File: config.mk
export PLATFORM = sky130hd
export DESIGN_NAME = dram_arbiter
export DESIGN_NICKNAME = d
export VERILOG_FILES = /design/src/rtl/dram_arbiter.sv
export SDC_FILE = /design/constraint.sdc
export NUM_CORES = 1
export LEC_CHECK = 0
export CAP_MARGIN = 10
export CORE_AREA = 2 2 86 88
export CTS_CLUSTER_DIAMETER = 150
export CTS_CLUSTER_SIZE = 28
export DETAILED_ROUTE_END_ITERATION = 10
export DIE_AREA = 0 0 88 90
export PLACE_DENSITY = 0.85
export SLEW_MARGIN = 20
export SYNTH_ARGS = -nofsm -noshare
export SYNTH_HDL_FRONTEND = slang
export SYNTH_SLANG_ARGS = --single-unit
export TNS_END_PERCENT = 1
File: constraint.sdc
create_clock -name clk -period 2.4 [get_ports clk]
set_input_delay 0.48 -clock clk [delete_from_list [all_inputs] [get_ports clk]]
set_output_delay 0.48 -clock clk [all_outputs]
set_load 0.01 [all_outputs]
File: src/rtl/dram_arbiter.sv
// dram_arbiter: three-port arbiter for the shared single-port 512x512x8 image
// DRAM. Ports: rx (UART receive writer), dp (downsampling datapath), tx (UART
// transmit retriever). One owner at a time, bursts capped at BURST_MAX beats,
// a mandatory one-cycle bubble between grants. The RAM address, data and
// write-enable are all driven from registers. Read data comes back two cycles
// after the beat, tagged to the port that issued it.
//
// Build option: define DRAM_ARB_ROUND_ROBIN_EN for round-robin arbitration
// (rx -> dp -> tx -> rx). Without it the arbiter uses fixed priority
// rx > dp > tx, and no pointer logic is built.
module dram_arbiter #(
  parameter int ADDR_W    = 18,
  parameter int DATA_W    = 8,
  parameter int BURST_MAX = 16
) (
  input  logic              clk,
  input  logic              rst,
  input  logic              req_rx,
  input  logic              req_dp,
  input  logic              req_tx,
  input  logic              we_rx,
  input  logic              we_dp,
  input  logic              we_tx,
  input  logic [ADDR_W-1:0] addr_rx,
  input  logic [ADDR_W-1:0] addr_dp,
  input  logic [ADDR_W-1:0] addr_tx,
  input  logic [DATA_W-1:0] wdata_rx,
  input  logic [DATA_W-1:0] wdata_dp,
  input  logic [DATA_W-1:0] wdata_tx,
  output logic              gnt_rx,
  output logic              gnt_dp,
  output logic              gnt_tx,
  output logic              rvalid_rx,
  output logic              rvalid_dp,
  output logic              rvalid_tx,
  output logic [DATA_W-1:0] rdata,
  output logic [ADDR_W-1:0] ram_addr,
  output logic [DATA_W-1:0] ram_data,
  output logic              ram_wren,
  input  logic [DATA_W-1:0] ram_q
);

  // Beat counter is wide enough for BURST_MAX up to 256.
  localparam int CNT_W = 9;
  localparam logic [CNT_W-1:0] BURST_LIM = CNT_W'(BURST_MAX);

  typedef enum logic [0:0] {
    IDLE  = 1'b0,
    GRANT = 1'b1
  } state_t;

  // One-hot port vectors use bit 0 = rx, bit 1 = dp, bit 2 = tx.
  state_t           state;
  state_t           state_nx;
  logic [2:0]       owner;
  logic [2:0]       owner_nx;
  logic [CNT_W-1:0] beat_cnt;
  logic [CNT_W-1:0] beat_cnt_nx;
  logic [CNT_W-1:0] beat_cnt_inc;
  logic [2:0]       gnt_vec;
  logic [2:0]       req_vec;
  logic [2:0]       pick;

  // Owner-selected beat fields.
  logic              own_req;
  logic              own_we;
  logic [ADDR_W-1:0] own_addr;
  logic [DATA_W-1:0] own_wdata;
  logic              beat;

  // Read-return pipeline: {valid, owner} per stage.
  logic       s1_valid;
  logic [2:0] s1_owner;
  logic       s2_valid;
  logic [2:0] s2_owner;
  logic [2:0] rvalid_vec;

  assign req_vec = {req_tx, req_dp, req_rx};

  assign gnt_rx = gnt_vec[0];
  assign gnt_dp = gnt_vec[1];
  assign gnt_tx = gnt_vec[2];

  assign rvalid_rx = rvalid_vec[0];
  assign rvalid_dp = rvalid_vec[1];
  assign rvalid_tx = rvalid_vec[2];

  // Lowest-index requester wins; returns zero when nobody is requesting.
  function automatic logic [2:0] pick_lowest(input logic [2:0] r);
    logic [2:0] p;
    p = 3'b000;
    if (r[0]) begin
      p = 3'b001;
    end else if (r[1]) begin
      p = 3'b010;
    end else if (r[2]) begin
      p = 3'b100;
    end else begin
      p = 3'b000;
    end
    return p;
  endfunction

`ifdef DRAM_ARB_ROUND_ROBIN_EN
  // One-hot port where the next search starts; rx after reset.
  logic [2:0] rr_ptr;
  logic [2:0] req_rot;
  logic [2:0] pick_rot;

  // Rotate the request vector so the search start sits in bit 0, pick the
  // lowest, then rotate the winner back into port order.
  always_comb begin
    req_rot = req_vec;
    pick    = 3'b000;
    case (rr_ptr)
      3'b010: begin
        req_rot  = {req_vec[0], req_vec[2], req_vec[1]};
        pick_rot = pick_lowest(req_rot);
        pick     = {pick_rot[1], pick_rot[0], pick_rot[2]};
      end
      3'b100: begin
        req_rot  = {req_vec[1], req_vec[0], req_vec[2]};
        pick_rot = pick_lowest(req_rot);
        pick     = {pick_rot[0], pick_rot[2], pick_rot[1]};
      end
      default: begin
        req_rot  = req_vec;
        pick_rot = pick_lowest(req_rot);
        pick     = pick_rot;
      end
    endcase
  end

  // Advance the pointer to the port after the winner on every grant entry.
  always_ff @(posedge clk or posedge rst) begin
    if (rst) begin
      rr_ptr <= 3'b001;
    end else if (state == IDLE && (|req_vec)) begin
      rr_ptr <= {pick[1:0], pick[2]};
    end else begin
      rr_ptr <= rr_ptr;
    end
  end
`else
  // Fixed priority rx > dp > tx.
  always_comb begin
    pick = pick_lowest(req_vec);
  end
`endif

  // Route the current owner's request fields to the beat datapath.
  always_comb begin
    own_req   = 1'b0;
    own_we    = 1'b0;
    own_addr  = {ADDR_W{1'b0}};
    own_wdata = {DATA_W{1'b0}};
    case (owner)
      3'b001: begin
        own_req   = req_rx;
        own_we    = we_rx;
        own_addr  = addr_rx;
        own_wdata = wdata_rx;
      end
      3'b010: begin
        own_req   = req_dp;
        own_we    = we_dp;
        own_addr  = addr_dp;
        own_wdata = wdata_dp;
      end
      3'b100: begin
        own_req   = req_tx;
        own_we    = we_tx;
        own_addr  = addr_tx;
        own_wdata = wdata_tx;
      end
      default: begin
        own_req   = 1'b0;
        own_we    = 1'b0;
        own_addr  = {ADDR_W{1'b0}};
        own_wdata = {DATA_W{1'b0}};
      end
    endcase
  end

  // A beat is any granted cycle in which the owner keeps its request high.
  assign beat         = (state == GRANT) && own_req;
  assign beat_cnt_inc = beat_cnt + 9'd1;

  // Next-state logic: arbitrate in IDLE, count beats and release in GRANT.
  always_comb begin
    state_nx    = state;
    owner_nx    = owner;
    beat_cnt_nx = beat_cnt;
    case (state)
      IDLE: begin
        if (|req_vec) begin
          state_nx    = GRANT;
          owner_nx    = pick;
          beat_cnt_nx = 9'd0;
        end else begin
          state_nx    = IDLE;
          owner_nx    = 3'b000;
          beat_cnt_nx = 9'd0;
        end
      end
      GRANT: begin
        if (!own_req) begin
          // Owner let go: bubble, then re-arbitrate.
          state_nx    = IDLE;
          owner_nx    = 3'b000;
          beat_cnt_nx = 9'd0;
        end else if (beat_cnt_inc == BURST_LIM) begin
          // Burst cap reached on this beat: forced release.
          state_nx    = IDLE;
          owner_nx    = 3'b000;
          beat_cnt_nx = 9'd0;
        end else begin
          state_nx    = GRANT;
          owner_nx    = owner;
          beat_cnt_nx = beat_cnt_inc;
        end
      end
      default: begin
        state_nx    = IDLE;
        owner_nx    = 3'b000;
        beat_cnt_nx = 9'd0;
      end
    endcase
  end

  // FSM state, owner, beat counter and the registered grant outputs.
  always_ff @(posedge clk or posedge rst) begin
    if (rst) begin
      state    <= IDLE;
      owner    <= 3'b000;
      beat_cnt <= 9'd0;
      gnt_vec  <= 3'b000;
    end else begin
      state    <= state_nx;
      owner    <= owner_nx;
      beat_cnt <= beat_cnt_nx;
      gnt_vec  <= (state_nx == GRANT) ? owner_nx : 3'b000;
    end
  end

  // RAM interface registers; address and data hold between beats.
  always_ff @(posedge clk or posedge rst) begin
    if (rst) begin
      ram_addr <= {ADDR_W{1'b0}};
      ram_data <= {DATA_W{1'b0}};
      ram_wren <= 1'b0;
    end else if (beat) begin
      ram_addr <= own_addr;
      ram_data <= own_wdata;
      ram_wren <= own_we;
    end else begin
      ram_wren <= 1'b0;
    end
  end

  // Read-return pipeline; keeps running across grant changes so an earlier
  // owner still gets its data after losing the grant.
  always_ff @(posedge clk or posedge rst) begin
    if (rst) begin
      s1_valid   <= 1'b0;
      s1_owner   <= 3'b000;
      s2_valid   <= 1'b0;
      s2_owner   <= 3'b000;
      rvalid_vec <= 3'b000;
    end else begin
      s1_valid   <= beat && !own_we;
      s1_owner   <= owner;
      s2_valid   <= s1_valid;
      s2_owner   <= s1_owner;
      rvalid_vec <= s2_valid ? s2_owner : 3'b000;
    end
  end

  // Capture RAM output for the read whose address the RAM latched last edge.
  always_ff @(posedge clk or posedge rst) begin
    if (rst) begin
      rdata <= {DATA_W{1'b0}};
    end else if (s2_valid) begin
      rdata <= ram_q;
    end else begin
      rdata <= rdata;
    end
  end

endmodule

==> impl_metrics.ini, run 1 <==
[outcome]
status = completed

[worst_setup_path]
cp-end-kind = flop
start_kind = flop
crit_fanout = 6
cp.depth = 6
slowest_delay_ps = 440
r2r-end = gnt_vec[0]$_DFF_PP0_
critical_path_class = reg2reg
endpoint = gnt_vec[0]$_DFF_PP0_
cp_num_buf_inv = 1
critPathSlowestCell = dfrtp_1
rrSetupSlack_ps = 350
crit_path_start = beat_cnt[2]$_DFF_PP0_
timing.rr.start = beat_cnt[2]$_DFF_PP0_
crit_family = compound AO/OA/AOI/OAI gates
critPathArrivalTime_ps = 2260
path_cells = nand3_2 -> or3b_1 -> a2111oi_2 -> a21boi_2 -> buf_4 -> o2bb2ai_1
r2r_cells = 6
crit_required_ps = 2610

[floorplan]
fp-row-count = 31
io_pins = 135
die_h_um = 90
core_area_sq_um = 7020
die_area_sq_um = 7920
start_util = 0.400
chipWidth_um = 88

[drt]
drtIter0Drc = 107
drtPass1Iterations = 4
routed_wl_um = 7750
drc = 0
vias = 2664
post_drt_via_cell_ratio = 5.06
wl_per_cell_um = 14.7
ant_nets = 0

[logic_synthesis]
synthMuxAreaShare = 0.0321
synthAdderAreaFrac = 0.00445
synth_edf_count = 0
post-synth-top-area-fraction = 0.552
synthXorXnorAreaFrac = 0.0249
ys_warn_count = 0
syn_area_sq_um = 2810
yosys-top-cells-area = dfrtp_1 (55%), a22oi_1 (7.2%), o21ai_0 (5.2%)
avgSynthCellArea_sq_um = 9.79
async_reset_ff_frac = 1.00
ys_ff_latch = 62
ys.flop_type = dfrtp_1
synth_top_family_by_area = compound AO/OA/AOI/OAI gates
synth-simple-area-share = 0.154
ys_types = 33
yosysTopAreaCell = dfrtp_1
syn_inst = 287
ys_seq_area_frac = 0.552
synth-compound-area-share = 0.200
syn_nets = 382

[power_and_ir_drop]
leakagePower_nw = 1.85
powerDensity_nw_per_um2 = 977
totalPowerFinal_mw = 4.44
irDropWorstVdd_v = 0.000551

[grt]
grt_use_total = 0.203
grt_pass1_vias = 2618
antenna_found_initial = 0
grt_pass1_wl_um = 12400
grt_max_degree = 41
gr-total-overflow = 0

[clock_tree]
clockBufferDepth = 2
clk_pin_slew_ps = 70
clk_latency_ps = 330
cts_setup_buffers = 0
htree_levels = 3
ctsHoldBuffers = 0
cts_buffers = 9
tritoncts = yes
cts-root-buf = clkbuf_8
cts_resized = 0
clkSinkCount = 62

[timing]
rsz0062_at_grt = false
fin_setup_tns_ps = 0
post-route-period-util = 0.854
maxSlewViolCount = 0
skew_ps = 4.21
setup_viol = 0
timing.hold.ws_ps = 354
worst_slack_ps = 350
slew_headroom = 0.663
fin_crit_ps = 2050
final_hold_viol_count = 0
worstMarginPinSlew_ps = 505
fmax_mhz = 488

[layout]
fillers = 565
nNetsFinal = 517
area_growth_pct = 62.0
n_antenna_cell = 0
drive_above_1_share = 0.105
layoutNonFillerInstCount = 526

[placed_design]
dp_slack_ps = 276
placed_cells = 510
hpwl_um = 5780
finalWeightedCongestion = 0.825
numPortBuffers = 134

[job]
maxCapViolCount = 0

[hold_path]
hp-class = reg2reg
-- worst min path at each step --
stage,start,endpoint,cells after the start
6_report,s1_owner[0]$_DFF_PP0_,s2_owner[0]$_DFF_PP0_,0
5_1_grt,s1_owner[0]$_DFF_PP0_,s2_owner[0]$_DFF_PP0_,0
4_1_cts,s1_owner[0]$_DFF_PP0_,s2_owner[0]$_DFF_PP0_,0
3_5_place_dp,s1_owner[0]$_DFF_PP0_,s2_owner[0]$_DFF_PP0_,0
3_3_place_gp,s1_valid$_DFF_PP0_,s2_valid$_DFF_PP0_,0
2_1_floorplan,s1_owner[0]$_DFF_PP0_,s2_owner[0]$_DFF_PP0_,0
-- flip-flops by register name, indices dropped and copies added (netlist names) --
register	count
rvalid_vec	3
ram_addr	18
beat_cnt	9
owner	3
s1_owner	3
ram_data	8
rdata	8
s2_valid	1
gnt_vec	3
s1_valid	1
s2_owner	3
ram_wren	1
state	1
-- cells by family after synthesis --
group | count (synthesis)
simple gates | 95
compound gates | 91
flops | 62
buf+inv | 22
xor+xnor | 8
mux | 8
fa+ha+maj | 1
-- cell usage in the layout (no fill, tap or decap), drive strengths merged, types with 2 or more instances in the layout --
master / instances
nand3b: 2
nand2: 31
xnor2: 5
dfrtp: 62
inv: 3
and2: 3
nor3b: 2
xor2: 3
clkinv: 2
bufinv: 2
mux2: 8
a21oi: 28
buf: 10
nor2: 37
o21ai: 31
nand3: 7
nor2b: 3
nor3: 4
nor4bb: 2
o2bb2ai: 2
clkbuf: 9
clkdlybuf4s50: 134
clkinvlp: 2
a22oi: 27
-- report_power, final --
part / leakage (nW) / total, mW / internal, mW / switching [mW]
Combinational: 0.928 / 1.82 / 0.991 / 0.828
Sequential: 0.819 / 1.62 / 1.41 / 0.215
Clock: 0.106 / 1.00 / 0.587 / 0.414
-- routing by layer --
metal  up-vias  global-route usage  part of all wire
met5         -                   0                 0
met1      1294               0.247              0.40
met2        86               0.348              0.53
met3         2              0.0533             0.059
met4         0              0.0590            0.0071
li1       1282                   -                 -
-- metrics by stage --
step | utilization | instance area, sq um
2_1_floorplan | - | 2810
3_3_place_gp | 0.616 | 4330
3_5_place_dp | 0.616 | 4330
4_1_cts | 0.648 | 4550
5_1_grt | 0.648 | 4550
6_report | 0.648 | 4550
-- synthesized netlist by cell type, types with 3 or more instances --
master / count
nand3_1: 6
xnor2_1: 5
a22oi_1: 27
nor2b_1: 3
and2_1: 3
o21ai_0: 29
nor3_1: 4
nor2_1: 37
mux2_2: 8
xor2_1: 3
clkbuf_1: 17
dfrtp_1: 62
a21oi_1: 27
nand2_1: 31
-- cell type report --
type / count / area (sq um) / area share
Sequential cell: 62 / 1550 / 0.341
Timing Repair Buffer: 144 / 1470 / 0.322
Multi-Input combinational cell: 203 / 1180 / 0.259
Clock buffer: 9 / 124 / 0.0272
Tap cell: 99 / 124 / 0.0272
Clock inverter: 7 / 97.6 / 0.0215
Inverter: 2 / 7.51 / 0.00165
Power figures use the tool's default switching activity.
==> run 2: changes to the inputs <==
--- a/config.mk
+++ b/config.mk
@@ -5,7 +5,7 @@
 export SDC_FILE = /design/constraint.sdc
 export NUM_CORES = 1
 export LEC_CHECK = 0
-export CAP_MARGIN = 10
+export CAP_MARGIN = 15
 export CORE_AREA = 2 2 86 88
 export CTS_CLUSTER_DIAMETER = 150
 export CTS_CLUSTER_SIZE = 28
==> results of run 2 <==
Final layout, timing and power as in run 1 (identical DEF).
